File: src/rtl/amiga_clk_phase_gen.sv
// Chipset clock phase generator: NPH phase clocks of period DIV enables plus
// a double-rate clock pair (c7m/cdac), each with one-cycle rise/fall strobes.

module amiga_clk_phase_lane #(
  parameter bit RST_LVL = 1'b0
) (
  input  logic main_clk,
  input  logic main_rst_n,
  input  logic ena,
  input  logic lvl_nxt,
  output logic lvl,
  output logic rise,
  output logic fall
);
  always_ff @(posedge main_clk or negedge main_rst_n) begin
    if (!main_rst_n) begin
      lvl  <= RST_LVL;
      rise <= 1'b0;
      fall <= 1'b0;
    end else if (ena) begin
      lvl  <= lvl_nxt;
      rise <= lvl_nxt & ~lvl;
      fall <= ~lvl_nxt & lvl;
    end else begin
      rise <= 1'b0;
      fall <= 1'b0;
    end
  end
endmodule

module amiga_clk_phase_gen #(
  parameter int DIV = 8,
  parameter int NPH = 4,
  parameter int CW  = $clog2(DIV)
) (
  input  logic           main_clk,
  input  logic           main_rst_n,
  input  logic           ena_28m,
  input  logic           run,
  input  logic           sync,
  output logic [CW-1:0]  cnt,
  output logic [NPH-1:0] ph_lvl,
  output logic [NPH-1:0] ph_rise,
  output logic [NPH-1:0] ph_fall,
  output logic [2:0]     c7m,
  output logic [2:0]     cdac
);
  localparam int STEP  = DIV / NPH;
  localparam int LANES = NPH + 2;

  // Lanes 0..NPH-1 are the phase clocks, lane NPH is c7m, lane NPH+1 is cdac.
  function automatic logic lvl_at(input int n, input int g);
    int d;
    if (g < NPH) begin
      d = n - g * STEP;
      if (d < 0) d = d + DIV;
      return d < DIV / 2;
    end else if (g == NPH) begin
      return (n % (DIV / 2)) < DIV / 4;
    end else begin
      d = n - DIV / 8;
      if (d < 0) d = d + DIV / 2;
      return (d % (DIV / 2)) < DIV / 4;
    end
  endfunction

  logic          sync_pend, held, held_nxt;
  logic [CW-1:0] cnt_nxt;
  logic [LANES-1:0] lvl_nxt, lvl, rise, fall;

  always_comb begin
    cnt_nxt  = cnt;
    held_nxt = held;
    if (sync_pend || sync) begin
      cnt_nxt  = '0;
      held_nxt = 1'b0;
    end else if (held && !run) begin
      cnt_nxt  = '0;
    end else begin
      cnt_nxt  = (cnt == CW'(DIV - 1)) ? '0 : cnt + CW'(1);
      // A stop request lands on the wrap: the period is completed first.
      held_nxt = (cnt == CW'(DIV - 1)) && !run;
    end
  end

  always_comb begin
    lvl_nxt = '0;
    for (int g = 0; g < LANES; g++) lvl_nxt[g] = lvl_at(int'(cnt_nxt), g);
  end

  always_ff @(posedge main_clk or negedge main_rst_n) begin
    if (!main_rst_n) begin
      cnt       <= '0;
      sync_pend <= 1'b0;
      held      <= 1'b0;
    end else if (ena_28m) begin
      cnt       <= cnt_nxt;
      held      <= held_nxt;
      sync_pend <= 1'b0;
    end else begin
      sync_pend <= sync_pend | sync;
    end
  end

  for (genvar g = 0; g < LANES; g++) begin : g_lane
    amiga_clk_phase_lane #(.RST_LVL(lvl_at(0, g))) u_lane (
      .main_clk   (main_clk),
      .main_rst_n (main_rst_n),
      .ena        (ena_28m),
      .lvl_nxt    (lvl_nxt[g]),
      .lvl        (lvl[g]),
      .rise       (rise[g]),
      .fall       (fall[g])
    );
  end

  assign ph_lvl  = lvl[NPH-1:0];
  assign ph_rise = rise[NPH-1:0];
  assign ph_fall = fall[NPH-1:0];
  assign c7m     = {fall[NPH], rise[NPH], lvl[NPH]};
  assign cdac    = {fall[NPH+1], rise[NPH+1], lvl[NPH+1]};
endmodule

File: config.mk
export PLATFORM = sky130hd
export DESIGN_NAME = amiga_clk_phase_gen
export DESIGN_NICKNAME = d
export VERILOG_FILES = /design/src/rtl/amiga_clk_phase_gen.sv
export SDC_FILE = /design/constraint.sdc
export NUM_CORES = 1
export LEC_CHECK = 0
export ABC_CLOCK_PERIOD_IN_PS = 4500
export CORE_UTILIZATION = 30
export CTS_CLUSTER_DIAMETER = 50
export CTS_CLUSTER_SIZE = 10
export DETAILED_ROUTE_END_ITERATION = 10
export GPL_TIMING_DRIVEN = 0
export HOLD_SLACK_MARGIN = 0.15
export SYNTH_ARGS = -nofsm -noshare
export SYNTH_HDL_FRONTEND = slang
export SYNTH_SLANG_ARGS = --single-unit
File: constraint.sdc
create_clock -name main_clk -period 4.5 [get_ports main_clk]
set_input_delay 1.125 -clock main_clk [delete_from_list [all_inputs] [get_ports main_clk]]
set_output_delay 1.125 -clock main_clk [all_outputs]
set_load 0.005 [all_outputs]
==> metrics <==
outcome finished, final reports clean; Area contributors post-synth dfrtp_1 (44%), buf_4 (13%), dfstp_2 (7.3%); Num CTS Buffers 3; Final Hold Fails 0; endpoints failing setup 0; reg2reg setup slack 2.25 ns; Worst-Skew Late Latency 0.30 ns; clock tree sinks 22; Most Used Layer, Global Route met2; nets 142; site row count 21; Hold Path Class flip-flop to flip-flop; cts repair resizes 0; register bit total from synthesis 22; largest net degree at the start of global routing 23; CTS tree built; Clock Path Buffers 2; Post-route DRC 0; Hold WS 0.456 ns; met3 usage 3.31%; Initial Utilization 32.0%; worst r2r src cnt[0]; max-cap viol count 0; most frequent cells in the layout clkdlybuf4s50_1 (25), buf_4 (19), dfrtp_1 (19); Crit. End Element flip-flop; Worst Setup Start Kind input port; Place WS 1.35 ns; initial antenna violation count 0; met1 GRT Util 12.2%; Final Skew 0.00142 ns; warnings from Yosys 0; first-pass GRT wire length 3160 um; TNS Setup 0 ns; vias in the first global route 737; routed wire length 1740 um; 1st-iter DRT viols 14; Hold Path Stages 1; met2 Usage GRT 17.4%; die area 3860 sq um; DRT Pass-1 Iters 4; Slew @ Worst Pin 0.940 ns; most common cell after layout, fill and taps aside clkdlybuf4s50_1; share of the synthesized area in the top cell type 43.8%; Worst Reg-to-Reg Cells 9; Pleak 0.701 nW; Crit. Startpoint sync; area growth from synthesis to layout 33.2%; cell taking the most area after synthesis dfrtp_1; worst setup path endpoint g_lane[5].u_lane.fall; Horiz. Die Dim 62.2 um; Root Buffer clkbuf_4; I/O pin count 26; fmax 351 MHz; Arrival @ worst endpoint 3.05 ns; Remaining Overflow, GRT 0; Reg-to-Reg End g_lane[5].u_lane.fall; fin worst setup slack 1.65 ns; Yosys cell types 28; maximum VDD drop 0.219 mV; detailed-placement wirelength estimate 1350 um; Hold-fix buffers, CTS 0; synthesized area 1090 sq um; WL/cell 9.91 um; Vias/cell 4.12; Final min period 2.85 ns; Core Box Area 3390 sq um; RSZ-0062 raised after global routing false; Syn Inst Count 101; Syn Area/Cell 10.8 sq um; input/output buffers 25; routed vias 725; Reg clk slew, reported paths 0.12 ns; CP required 4.70 ns; chip height 62.2 um; worst setup path category input port to flip-flop; CP max FO 5; syn nets 112; Slew Limit Fails 0; fraction of layout cells with a size suffix above 1 25.4%; gpl congestion 0.793; Tot GR Track Use 10.3%; H-tree depth 1; sequential area share after synthesis 51.0%; Power Density 336 nW/um^2; fin crit share 63.3%; ANT nets after route 0; antenna cells 0; Slew headroom 37.2%; Post-CTS Setup Bufs 0
per-layer routing:
metal / share of wire (%) / wire length [um]
met1: 48 / 843
met2: 46 / 802
met3: 4.5 / 78
met4: 1.1 / 19
met5: 0 / 0
power by group:
group / internal (mW) / switching, mW
clock network: 0.0900 / 0.0579
registers: 0.216 / 0.00968
logic: 0.0695 / 0.0431
total: 0.376 / 0.111
synth_stat cells:
cell type / n
a41oi_1: 1
mux2_2: 2
ha_1: 6
a31o_1: 1
buf_6: 1
nand3_1: 1
clkbuf_1: 2
nand2b_1: 2
o21ai_0: 5
and2_2: 1
nand2b_4: 1
a21oi_1: 4
a211oi_1: 1
and3_1: 2
and4_1: 1
and3_2: 1
nor2_1: 9
or3_1: 1
o21a_1: 2
inv_1: 7
nand2_1: 5
nor3b_1: 1
a311o_1: 1
dfrtp_1: 19
dfstp_2: 3
nor2b_1: 1
and3_4: 1
buf_4: 19
cell type report:
cell class	count	area (sq um)
Buffer	22	161
Multi-Input combinational cell	50	344
Sequential cell	22	554
Timing Repair Buffer	25	250
Fill cell	326	1940
Inverter	7	26.3
Clock inverter	1	30.0
Clock buffer	3	22.5
Tap cell	46	57.6
worst max-delay path, stage by stage:
cell and delay (ns):
clkdlybuf4s50_1 0.41, nor2_1 0.22, and2_2 0.22, nand2_1 0.15
ha_1 0.26, a211oi_1 0.27, o21ai_0 0.18, and4_1 0.22
registers in the layout (all words and copies together) (netlist names):
| signal | cells |
|---|---|
| g_lane.u_lane.rise | 6 |
| g_lane.u_lane.fall | 6 |
| g_lane.u_lane.lvl | 6 |
| cnt | 2 |
| sync_pend | 1 |
| held | 1 |
cells by family after synthesis:
family / Yosys count / share of synthesized area [%]
muxes: 2 / 2.07
buffers and inverters: 29 / 17.3
AOI/OAI and AO/OA: 15 / 8.76
DFF: 22 / 51.0
adders and majority gates: 6 / 6.91
and+or+nand+nor: 27 / 13.9
metrics by stage:
stage	power (mW)	cell area (sq um)	instances	utilization, %
final	0.486	1450	176	42.7
after global placement	0.340	1390	172	41.1
after global routing	0.514	1450	176	42.7
after floorplan	0.291	1090	101	-
after detailed placement	0.344	1390	172	41.1
after CTS	0.494	1450	176	42.7
how the worst min path moves through the flow:
stage,from,to,slack (ns)
finish,g_lane[1].u_lane.lvl,g_lane[1].u_lane.rise,0.46
global route,g_lane[1].u_lane.lvl,g_lane[1].u_lane.rise,0.50
CTS,g_lane[1].u_lane.lvl,g_lane[1].u_lane.rise,0.46
detailed placement,g_lane[1].u_lane.lvl,g_lane[1].u_lane.rise,0.45
global placement,g_lane[1].u_lane.lvl,g_lane[1].u_lane.rise,0.44
floorplan,g_lane[1].u_lane.lvl,g_lane[1].u_lane.rise,0.42
Note: power is estimated with default switching activity, not from simulation.
